==> src/rtl/fifo_push_arb.sv <==
// Round-robin arbiter that hands the fifo push port to one requester at a time
// for a burst of up to BURST beats, stalling cleanly under fifo backpressure.
module fifo_push_arb #(
  parameter int WIDTH = 32,
  parameter int NREQ  = 4,
  parameter int BURST = 4
) (
  input  logic                  clk_i,
  input  logic                  rstn_i,
  input  logic [NREQ-1:0]       req_valid_i,
  input  logic [NREQ*WIDTH-1:0] req_data_i,
  output logic [NREQ-1:0]       req_ready_o,
  output logic                  push_o,
  output logic [WIDTH-1:0]      push_data_o,
  input  logic                  full_i,
  output logic [NREQ-1:0]       grant_o,
  output logic                  busy_o
);

  localparam int IDXW = $clog2(NREQ);
  localparam logic [IDXW:0] NREQ_W = (IDXW+1)'(NREQ);
  localparam logic [3:0] LAST_BEAT = 4'(BURST - 1);

  typedef enum logic {
    ST_IDLE,
    ST_BURST
  } state_e;

  state_e          state_q;
  logic [IDXW-1:0] grant_q;
  logic [IDXW-1:0] rr_ptr_q;
  logic [IDXW-1:0] rr_ptr_d;
  logic [3:0]      beat_cnt_q;
  logic [NREQ-1:0] grant_oh_q;
  logic            busy_q;

  logic            sel_found;
  logic [IDXW-1:0] sel_idx;
  logic [IDXW:0]   cand;
  logic            in_burst;
  logic            owner_valid;
  logic [WIDTH-1:0] owner_data;

  // Scanning from the farthest offset back toward rr_ptr lets the nearest valid requester win.
  always_comb begin
    sel_found = 1'b0;
    sel_idx   = '0;
    cand      = '0;
    for (int i = NREQ - 1; i >= 0; i--) begin
      cand = {1'b0, rr_ptr_q} + (IDXW+1)'(i);
      if (cand >= NREQ_W) begin
        cand = cand - NREQ_W;
      end
      if (req_valid_i[cand[IDXW-1:0]]) begin
        sel_found = 1'b1;
        sel_idx   = cand[IDXW-1:0];
      end
    end
  end

  assign in_burst    = (state_q == ST_BURST);
  assign owner_valid = req_valid_i[grant_q];
  assign rr_ptr_d    = (grant_q == IDXW'(NREQ - 1)) ? '0 : grant_q + 1'b1;

  always_comb begin
    owner_data  = '0;
    req_ready_o = '0;
    for (int k = 0; k < NREQ; k++) begin
      if (grant_q == IDXW'(k)) begin
        owner_data     = req_data_i[k*WIDTH +: WIDTH];
        req_ready_o[k] = in_burst & ~full_i;
      end
    end
  end

  assign push_o      = in_burst & owner_valid & ~full_i;
  assign push_data_o = in_burst ? owner_data : '0;
  assign grant_o     = grant_oh_q;
  assign busy_o      = busy_q;

  // A full fifo freezes the burst entirely: no count, no release, no timeout.
  always_ff @(posedge clk_i or negedge rstn_i) begin
    if (!rstn_i) begin
      state_q    <= ST_IDLE;
      grant_q    <= '0;
      rr_ptr_q   <= '0;
      beat_cnt_q <= '0;
      grant_oh_q <= '0;
      busy_q     <= 1'b0;
    end else begin
      case (state_q)
        ST_IDLE: begin
          if (sel_found) begin
            state_q    <= ST_BURST;
            grant_q    <= sel_idx;
            beat_cnt_q <= '0;
            grant_oh_q <= NREQ'(1) << sel_idx;
            busy_q     <= 1'b1;
          end
        end
        ST_BURST: begin
          if (!full_i) begin
            if (!owner_valid || beat_cnt_q == LAST_BEAT) begin
              state_q    <= ST_IDLE;
              rr_ptr_q   <= rr_ptr_d;
              grant_oh_q <= '0;
              busy_q     <= 1'b0;
            end else begin
              beat_cnt_q <= beat_cnt_q + 4'd1;
            end
          end
        end
        default: begin
          state_q <= ST_IDLE;
        end
      endcase
    end
  end

endmodule

==> config.mk <==
export PLATFORM = sky130hd
export DESIGN_NAME = fifo_push_arb
export DESIGN_NICKNAME = d
export VERILOG_FILES = /design/src/rtl/fifo_push_arb.sv
export SDC_FILE = /design/constraint.sdc
export NUM_CORES = 1
export LEC_CHECK = 0
export BUFFER_PORTS_ARGS = -buffer_cell sky130_fd_sc_hd__buf_2
export CAP_MARGIN = 20
export CORE_MARGIN = 4
export CORE_UTILIZATION = 39
export DETAILED_ROUTE_END_ITERATION = 16
export PLACE_DENSITY_LB_ADDON = 0.25
export SETUP_SLACK_MARGIN = 0.4
export SLEW_MARGIN = 0
export SYNTH_ARGS = -nofsm -noshare
export SYNTH_HDL_FRONTEND = slang
export SYNTH_SLANG_ARGS = --single-unit
==> constraint.sdc <==
create_clock -name clk_i -period 4.6 [get_ports clk_i]
set_input_delay 0.69 -clock clk_i [delete_from_list [all_inputs] [get_ports clk_i]]
set_output_delay 0.69 -clock clk_i [all_outputs]
set_load 0.05 [all_outputs]
# --- After elaboration in Yosys (flattened, before gate mapping) ---
# Index checks and enable logic that the tools add are counted.
totals:
  regBits: 14
  latchBits: 0
  ramBits: 0
  romBits: 0
  inputBits: 135
  output_inout_bits: 42
  word_cells: 93
  n_memories: 0
op_classes:
  n_addsub: 9
  mul: 0
  div_mod_pow: 0
  n_lt_le_gt_ge: 9
  n_eq_ne: 8
  shift: 1
  mux: 48
  n_bitwise: 5
  n_reduce_logical: 7
ops:
  columns: ["cell", "count"]
  rows:
  - ["$mux 32", 5]
  - ["$mux 4", 6]
  - ["$mux 1", 19]
  - ["$mux 2", 9]
  - ["$pmux 4 s2", 2]
  - ["$lt 2x3->1 const B", 5]
  - ["$bmux 1 s2", 5]
  - ["$ge 3x3->1 const B", 3]
  - ["$reduce_and 3->1", 3]
  - ["$sub 2x1->2 const B", 4]
  - ["$add 2x2->3 const B", 2]
  - ["$ne 2x2->1 const B", 3]
  - ["$add 4x1->4 const B", 1]
  - ["$eq 2x2->1 const B", 2]
  - ["$eq 4x2->1 const B", 1]
  - ["$pmux 1 s2", 2]
  - ["$shl 1x2->4 const A", 1]
  - ["$add 2x1->3 const B", 1]
  - ["$and 1x1->1", 3]
  - ["$ge 2x3->1 const B", 1]
  - ["$add 2x1->2 const B", 1]
  - ["$eq 2x1->1 const B", 1]
  - ["$logic_not 2->1", 1]
  - ["$ne 2x1->1 const B", 1]
  - ["other kinds (4)", 5]

# --- Longest topological paths before layout ---
# Gate-level depths: netlist (run 1).
logic_depth:
  word_depth: 12
  depth_mapped: 8
  mapped_depth_nobuf: 6

# --- Least setup slack after synthesis (run 1) ---
# OpenSTA, ideal clock, no wires.
synth_path:
  path_kind: "register -> output"
  startpoint: "register grant_q[1]"
  endpoint: "output push_data_o[30]"
  arrival_ns: 2.533
  t_required_ns: 3.910
  path_slack_ns: 1.377
  stages_incl_launch_ff: 9
  path_cell_list: "dfrtp_1 inv_1 ha_1 clkbuf_1 clkbuf_1 nand2_1 a21oi_1 a21oi_1 o31ai_1"
synth_via:
  elab_chain_cells: 6
  word_cells_on_any_way: 9
synth_rtl:
  columns: ["item", "line_no", "rtl"]
  rows:
  - ["start, declared", "30", "logic [IDXW-1:0] grant_q;"]
  - ["start signal, assigned", "95", "grant_q <= sel_idx;"]
  - ["$logic_not 2->1", "69", "if (grant_q == IDXW'(k)) begin"]
  - ["$mux 32 (3 in series)", "69", null]
  - ["$mux 32 *", "69", null]
  - ["$mux 32 *", "77", "assign push_data_o = in_burst ? owner_data : '0;"]
  - ["end, declared", "14", "output logic [WIDTH-1:0] push_data_o,"]
# Mark *: on every way between the ends. The rest lies on a longest branch, timed or not.

# --- Final worst setup path (run 1) ---
# Same ends and word-level chain as after synthesis.

==> results of run 1 <==
-- metal layers --
metal	up-vias	track usage, %	share of wire [%]
met5	-	0	0.59
met1	1108	29.3	38
met2	150	41.9	47
met4	8	7.24	3.0
met3	30	8.78	11
li1	1219	-	-
-- flip-flops by register name (all words and copies together), names as in the netlist --
| register | count |
|---|---|
| rr_ptr_q | 2 |
| grant_q | 2 |
| grant_o | 4 |
| beat_cnt_q | 4 |
| in_burst | 1 |
| busy_o | 1 |
-- cell families after synthesis --
family / count (synthesis) / share of synthesized area [%]
adders and majority gates: 5 / 3.67
DFF: 14 / 20.6
and+or+nand+nor: 72 / 19.5
buffers and inverters: 28 / 6.17
AOI/OAI and AO/OA: 111 / 45.7
muxes: 6 / 4.41
-- cells in the mapped netlist --
cell type	n	area share (%)
sky130_fd_sc_hd__nand2_1	41	9.0
sky130_fd_sc_hd__o21ai_0	35	10
sky130_fd_sc_hd__a22o_1	31	16
sky130_fd_sc_hd__a22oi_1	31	14
sky130_fd_sc_hd__clkbuf_1	23	5.1
sky130_fd_sc_hd__dfrtp_1	14	21
sky130_fd_sc_hd__nand3_1	8	2.3
sky130_fd_sc_hd__and2_1	7	2.6
sky130_fd_sc_hd__a21oi_1	5	1.5
sky130_fd_sc_hd__ha_1	5	3.7
sky130_fd_sc_hd__inv_1	5	1.1
sky130_fd_sc_hd__and3_1	4	1.5
sky130_fd_sc_hd__o31ai_1	4	1.8
sky130_fd_sc_hd__mux2i_1	3	1.8
sky130_fd_sc_hd__nor2_1	3	0.66
sky130_fd_sc_hd__a31o_1	2	1.0
sky130_fd_sc_hd__mux2_2	2	1.3
sky130_fd_sc_hd__nor2b_1	2	0.73
sky130_fd_sc_hd__a211o_1	1	0.51
sky130_fd_sc_hd__mux4_2	1	1.3
sky130_fd_sc_hd__nand2b_1	1	0.37
sky130_fd_sc_hd__nand3b_1	1	0.44
sky130_fd_sc_hd__nor3_1	1	0.29
sky130_fd_sc_hd__nor4_1	1	0.37
sky130_fd_sc_hd__o211ai_1	1	0.44
sky130_fd_sc_hd__o2bb2a_1	1	0.59
sky130_fd_sc_hd__or2_2	1	0.37
sky130_fd_sc_hd__or3_1	1	0.37
sky130_fd_sc_hd__or3b_2	1	0.51
-- layout by cell type (no fill, tap or decap), drive strengths merged --
| master | synthesis | routed |
|---|---|---|
| a211o | 1 | 1 |
| a21oi | 5 | 5 |
| a22o | 31 | 31 |
| a22oi | 31 | 31 |
| a31o | 2 | 2 |
| and2 | 7 | 7 |
| and3 | 4 | 4 |
| buf | 0 | 180 |
| clkbuf | 23 | 4 |
| dfrtp | 14 | 14 |
| ha | 5 | 5 |
| inv | 5 | 5 |
| mux2 | 2 | 2 |
| mux2i | 3 | 3 |
| mux4 | 1 | 1 |
| nand2 | 41 | 41 |
| nand2b | 1 | 1 |
| nand3 | 8 | 8 |
| nand3b | 1 | 1 |
| nor2 | 3 | 3 |
| nor2b | 2 | 2 |
| nor3 | 1 | 1 |
| nor4 | 1 | 1 |
| o211ai | 1 | 1 |
| o21ai | 35 | 35 |
| o2bb2a | 1 | 1 |
| o31ai | 4 | 4 |
| or2 | 1 | 1 |
| or3 | 1 | 1 |
| or3b | 1 | 1 |
-- how the worst min path moves through the flow --
| stage | endpoint | slack [ns] | cells past startpoint |
|---|---|---|---|
| after floorplan | beat_cnt_q[0]$_DFFE_PN0P_ | 0.39 | 0 |
| after global placement | busy_o$_DFFE_PN0P_ | 0.45 | 2 |
| after detailed placement | busy_o$_DFFE_PN0P_ | 0.46 | 2 |
| after CTS | grant_o[2]$_DFFE_PN0P_ | 0.33 | 1 |
| after global routing | grant_o[2]$_DFFE_PN0P_ | 0.34 | 1 |
| final | grant_o[2]$_DFFE_PN0P_ | 0.33 | 1 |
-- final cells by class --
class,count,share of cell area [%]
inverters,5,0.702
repair buffers,180,34.8
well taps,50,2.34
clock buffers,4,2.06
flip-flops and latches,14,13.1
multi-input cells,194,47.0
-- metrics by stage --
stage | area [µm²] | power [mW]
final | 2670 | 2.26
after global routing | 2670 | 2.41
after CTS | 2650 | 2.25
after detailed placement | 2590 | 2.12
after global placement | 2590 | 2.10
after floorplan | 1700 | 1.72
-- power by group through the flow --
stage | Clock, mW | Sequential (mW) | Combinational (mW)
after detailed placement | 0 | 0.217 | 1.90
after CTS | 0.126 | 0.215 | 1.91
final | 0.121 | 0.215 | 1.92
after global placement | 0 | 0.214 | 1.88
after floorplan | 0 | 0.264 | 1.45
after global routing | 0.132 | 0.224 | 2.05
-- worst max-delay path: stages (launching register included) --
cell and delay (ns):
sky130_fd_sc_hd__dfrtp_1 0.43, sky130_fd_sc_hd__inv_1 0.10, sky130_fd_sc_hd__ha_1 0.61, sky130_fd_sc_hd__buf_4 0.34
sky130_fd_sc_hd__nand2_1 0.08, sky130_fd_sc_hd__a21oi_1 0.12, sky130_fd_sc_hd__a21oi_1 0.08, sky130_fd_sc_hd__o31ai_1 0.23
sky130_fd_sc_hd__buf_2 0.30
==> results.txt, run 1 <==
- Max-slew headroom: 33.9%
- Cells fill 65.0% of the core in the end.
* Post-CTS Hold Fix Bufs: 0
* Synthesized Nets: 376
* Signed area change from the synthesized netlist to the final layout: 56.9%
- Final hold violations: 0
* Fill cell total of the finished layout: 371
- Synthesis instantiated 29 different standard cells from the library.
- Dividing the detail-routed via count by the number of cells gives 5.63.
* Logic pwr share: 85.1%
- Data required time at the worst endpoint: 3.91 ns
- Static power due to leakage: 1.47 nW
* Number of placement rows: 23
* FMAX: 0.308 GHz
- Insertion delay to the later sink of the worst-skew pair: 0.25 ns
- After the flow finishes, the layout carries non-filler instances totaling 447.
* Proportion of synthesized chip area in sequential cells: 20.6%
- Critical Path End: push_data_o[30]
* Number of DRC violations after detailed routing: 0
- Routed vias: 2,515
- In this run the deepest clock path goes through 2 buffers.
* Floorplan Core Area: 4120 µm²
* Final period util: 70.6%
* # port buffers: 176
* Final wirelength: 7610 µm
* Net load switching power: 1.45 mW
* Detailed Route Iter0 Violations: 102
- The number of antenna violations at the first check in global routing came to 4.
- Clock tree synthesis inserted a total of 3 buffers.
- Once the clock tree was built, the setup fixing pass inserted 0 buffers.
- For the final database, setup skew stands at 0.00262 ns.
- Registers are responsible for 9.5% of the overall power.
* Count of TritonRoute iterations in the first routing pass: 4
* H-tree depth: 1
- Starting utilization of the core area: 41.4%
- At the worst endpoint, the arrival time is 2.56 ns.
- PnR worst setup slack: 1.35 ns
- The total count of max-transition violations in the final report came to 0.
- In this run the critical register-to-register path is captured at grant_o[3]$_DFFE_PN0P_.
* Clock Root Buffer: sky130_fd_sc_hd__clkbuf_8
- Die width: 74.1 µm
- Number of warnings printed during yosys synthesis: 0
* Highest fanout seen on the critical path: 18
- Sequential cell area: 350 µm²
- The total overflow left after global routing is 0.
* First element of the critical path: grant_q[1]$_DFFE_PN0P_
* Max-cap violations: 0
- 177 I/O pins were placed.
- Once detail routing completed, the nets flagged for antenna violations numbered 0.
* R2r worst-path depth: 5
- Area of combinational cells with multiple inputs: 1260 µm²
- After clock tree synthesis, the repair step resized 0 gates.
- Start of the worst register-to-register path: beat_cnt_q[0]$_DFFE_PN0P_
* Startpoint class of the critical path: flop
- VDD sags by at most 506 µV.
- Post-synthesis instance area: 1700 µm²
* Worst slew pin tran: 0.991 ns
* Synthesized area divided by synthesized cell count: 7.22 µm²
- The floorplan step defined a die boundary enclosing 5490 µm².
- Share of post-route cells with drive strength above 1: 48.4%
* Final setup viols: 0
- Wire length of the first global-routing pass: 10,600 µm
* Setup repair after global routing missed its margin: false
- In this run the vertical extent of the chip is 74.1 µm.
* Overall track demand over capacity in global routing: 24.7%
* Internal reg-to-reg setup slack: 2.65 ns
- Entering global routing, the biggest net connects 66 pins.
- Number of cells after detailed placement: 442
- Total number of nets in the final design: 538
* Power Density: 844 nW/µm²
* Post-Syn Instances: 236
- Clock transition at the register clock pins on the worst setup and hold paths after CTS: 0.06 ns
- STA classifies the critical path endpoint as an output port.
* TritonCTS Sinks: 14
- 0 antenna diodes ended up in the layout.
- After legalization and detailed placement, the total HPWL measured 5980 µm.
- Hold timing on the final database bottoms out at a slack of 0.330 ns.
- Part of the total power dissipated in the clock network: 5.4%
* Result of the run: complete, no violations
- Worst min-delay path class: in -> async
- Path type of the worst setup path: reg -> out
- Switch share: 64.4%
- The number of global-route vias before repair came to 2,218.
- Synthesis inferred 14 register bits.
* Worst setup slack before clock tree synthesis: 1.63 ns
- The routed design could run at a clock period as short as 3.25 ns.
- Dividing the detail-routed wire length by the instance count gives 17.0 µm.
* Routability cong.: 0.881
- Setup total negative slack on the finished layout was measured at 0 ns.
* Internal power contribution: 804 µW
- TritonCTS built the clock tree.
(Power assumes the default switching activity.)
==> run 2: changes to the inputs <==
--- a/config.mk
+++ b/config.mk
@@ -5,6 +5,7 @@
 export SDC_FILE = /design/constraint.sdc
 export NUM_CORES = 1
 export LEC_CHECK = 0
+export ABC_AREA = 1
 export BUFFER_PORTS_ARGS = -buffer_cell sky130_fd_sc_hd__buf_2
 export CAP_MARGIN = 20
 export CORE_MARGIN = 4
==> constraint.sdc (replaced) <==
create_clock -name clk_i -period 3.1 [get_ports clk_i]
set_input_delay 0.465 -clock clk_i [delete_from_list [all_inputs] [get_ports clk_i]]
set_output_delay 0.465 -clock clk_i [all_outputs]
set_load 0.05 [all_outputs]
==> results.txt, run 2 <==
* Result of the run: complete, no violations
- Synthesized area divided by synthesized cell count: 5.55 µm² (-23%)
- The library cells used most frequently in the layout, excluding fill and tap cells, are sky130_fd_sc_hd__buf_2 (170), sky130_fd_sc_hd__o21ai_0 (93), sky130_fd_sc_hd__a21oi_1 (66).
* Count of TritonRoute iterations in the first routing pass: 4 (unchanged)
- The total I/O pin count is 177 (unchanged).
- Global routing usage on met3: 4.15% (-4.6 points)
- Max-slew headroom: 64.7% (+31 points)
- Wire length of the first global-routing pass: 12,200 µm (+15%)
- The die height is 80.5 µm (+8.6%).
* Insertion delay to the later sink of the worst-skew pair: 0.24 ns (about the same)
- Yosys top cell area share: 23.0% (+2.4 points)
* Fill cell total of the finished layout: 494 (+33%)
* Final hold violations: 0 (unchanged)
* Accumulated negative setup slack: 0 ns (unchanged)
* ANT cells: 0 (unchanged)
- The final net count is 670 (+25%).
- The number of distinct library cells after synthesis came to 20 (-31%).
* Overall Power: 4.42 mW (+96%)
* Setup repair after global routing missed its margin: false
* Delay of the slowest cell on the worst path: 0.47 ns (-0.14 ns)
- Ranking of synthesized cells by area: sky130_fd_sc_hd__o21ai_0 (23%), sky130_fd_sc_hd__dfrtp_1 (17%), sky130_fd_sc_hd__a21oi_1 (16%)
* H-tree depth: 1 (unchanged)
- Walking the worst path, the cells encountered are inv_1 -> ha_4 -> buf_12 -> a21oi_1 -> o21ai_0 -> o21ai_0 -> a21oi_1 -> buf_4.
* Number of pins exceeding their max-slew limit in the final report: 0 (unchanged)
* Final wirelength: 8440 µm (+11%)
* Post-CTS Hold Fix Bufs: 0 (unchanged)
- Routed vias: 3,093 (+23%)
- The data arrival at the endpoint of the critical path was 2.08 ns (-0.48 ns).
- The weighted congestion at the end of routability-driven global placement was 0.906 (+2.8%).
- Counting I/O delays and the setup requirement, the final critical path takes 2.54 ns.
- Post-Syn Instances: 369 (+56%)
* Total gr overflow: 0 (unchanged)
* FMAX: 0.393 GHz
- Worst min-delay path class: in -> async
* Clock tree from TritonCTS: yes
- The row count was 26 (+13%).
- The met2 track utilization from global routing came to 39.3% (-2.6 points).
* Overall track demand over capacity in global routing: 23.0% (-1.7 points)
* PnR worst setup slack: 0.557 ns (-0.797 ns)
* Final period util: 82.0%
- Number of warnings printed during yosys synthesis: 0 (unchanged)
- STA classifies the critical path endpoint as an output port.
- The slowest stage of the critical path is the sky130_fd_sc_hd__dfrtp_2 cell.
- Max-cap violations: 0 (unchanged)
- VDD IR max: 1410 µV (+180%)
- Signed area change from the synthesized netlist to the final layout: 50.3%
- Clk_skew: 0.00176 ns (-0.000868 ns)
* Die Area: 6480 µm² (+18%)
- Post-synthesis instance area: 2050 µm² (+20%)
* Detailed-placement wirelength estimate: 6630 µm (+11%)
* Drt wl/cell: 14.1 µm (-17%)
- STA classifies the critical path startpoint as a flop.
- The actual slew at the worst max-slew pin is 0.530 ns (-0.461 ns).
- The global routing stage identified its most utilized layer as met2.
- Clock transition at the register clock pins on the worst setup and hold paths after CTS: 0.05 ns (about the same)
- The number of global-route vias before repair was 2,608 (+18%).
* Commonest non-fill, non-tap cell in the layout: sky130_fd_sc_hd__buf_2
* Ranking of synthesized cells by instance count: sky130_fd_sc_hd__o21ai_0 (94), sky130_fd_sc_hd__a21oi_1 (66), sky130_fd_sc_hd__nand2_1 (49), sky130_fd_sc_hd__nor2_1 (43), sky130_fd_sc_hd__clkbuf_1 (23)
* Number of synthesized flops with an enable pin: 0 (unchanged)
- The number of synthesized register bits was 14 (unchanged).
* Vias per cell: 5.17 (-8.1%)
- The static leakage is 1.69 nW (+15%).
* Proportion of synthesized chip area in sequential cells: 17.1% (-3.5 points)
- The required time reported for the critical path endpoint is 2.63 ns (-1.28 ns).
* Post-synth top area cell: sky130_fd_sc_hd__o21ai_0
* Dominant synthesized flop cell: sky130_fd_sc_hd__dfrtp_1
- Starting utilization of the core area: 40.1% (-1.3 points)
- The count of final setup violators is 0 (unchanged).
- Global routing met1 resource utilization: 28.8% (-0.46 points)
- ANT nets after route: 0 (unchanged)
- The core area is 5110 µm² (+24%).
- The critical path in this run is classified as reg -> out.
- The count of input and output buffers was 176 (unchanged).
- Synthesized Nets: 509 (+35%)
- Share of post-route cells with drive strength above 1: 39.8% (-8.6 points)
- The maximum number of pins on one net before global-route repair came to 43 (-35%).
- The number of design rule violations left after detail routing was 0 (unchanged).
- Deepest clock path buffer count: 2 (unchanged)
- Worst setup slack before clock tree synthesis: 0.591 ns (-1.04 ns)
- The number of clock sinks was 14 (unchanged).
- The die outline width was 80.5 µm (+8.6%).
* Detailed Route Iter0 Violations: 114 (+12%)
- The largest fanout of any net on the critical path came to 23 (+5).
- The tree is rooted in a sky130_fd_sc_hd__clkbuf_8.
- Async S/R FF share, synth: 100% (unchanged)
* Power Density: 1440 nW/µm² (+70%)
- Yosys instantiated no cell more often than sky130_fd_sc_hd__o21ai_0.
* Antenna violations before repair: 0 (-4)
* Num CTS Buffers: 3 (unchanged)
## run 2: routing by layer
metal | wire, µm | vias to the layer above
li1 | - | 1571
met4 | 181 | 0
met2 | 4190 | 139
met1 | 3350 | 1362
met3 | 712 | 21
met5 | 0 | -
## run 2: timing repair
action                                 4_1_cts  5_1_grt
setup endpoints to repair                   24       32
gates cloned                                 0        0
endpoints found under the hold margin        0        0
resized for setup                            3       16
buffers inserted                             0        2
## run 2: critical path, delay by kind of cell (launching register included)
| kind | cells | cell delay (ns) |
|---|---|---|
| DFF | 1 | 0.47 |
| adders and majority gates | 1 | 0.24 |
| AOI/OAI and AO/OA | 4 | 0.56 |
| buffers and inverters | 3 | 0.56 |
## run 2: worst paths after layout
check	from	endpoint	slack [ns]	cells past startpoint
setup / recovery	grant_q[0]$_DFFE_PN0P_	push_data_o[8]	0.56	8
hold / removal	rstn_i	beat_cnt_q[1]$_DFFE_PN0P_	0.10	1
setup reg to reg	in_burst$_DFF_PN0_	rr_ptr_q[0]$_DFFE_PN0P_	1.35	6
hold reg to reg	busy_o$_DFFE_PN0P_	busy_o$_DFFE_PN0P_	0.48	2
max in group asynchronous	rstn_i	grant_q[0]$_DFFE_PN0P_	2.74	1
min in group clk_i	busy_o$_DFFE_PN0P_	busy_o$_DFFE_PN0P_	0.48	2
## run 2: cell type report
class	count	area, µm²	area share (%)
multi-input combinational	303	1500	48.9
tap	70	87.6	2.85
inverter	22	86.3	2.80
clock buffer	3	41.3	1.34
sequential	14	352	11.4
timing repair buffer	186	1010	32.7
## run 2: power breakdown
group          internal (mW)  leakage [nW]  switching, mW
clock network         0.0859        0.0216         0.0598
logic                   1.09          1.49           2.84
registers              0.253         0.176         0.0960
## run 2: cells by family after synthesis
logic type | synth area share [%]
buffers and inverters | 10.7
adder cells (fa/ha/maj) | 3.05
AO/OA/AOI/OAI | 41.5
XOR/XNOR | 0.855
AND/OR/NAND/NOR | 26.8
flip-flops | 17.1
## run 2: per-stage QoR
step	instance area [µm²]	utilization, %	hold slack [ns]	cells
2_1_floorplan	2050	-	0.169	369
3_3_place_gp	2970	58.1	0.371	593
3_5_place_dp	2970	58.1	0.374	593
4_1_cts	3020	59.1	0.117	596
5_1_grt	3080	60.3	0.124	598
6_report	3080	60.3	0.103	598
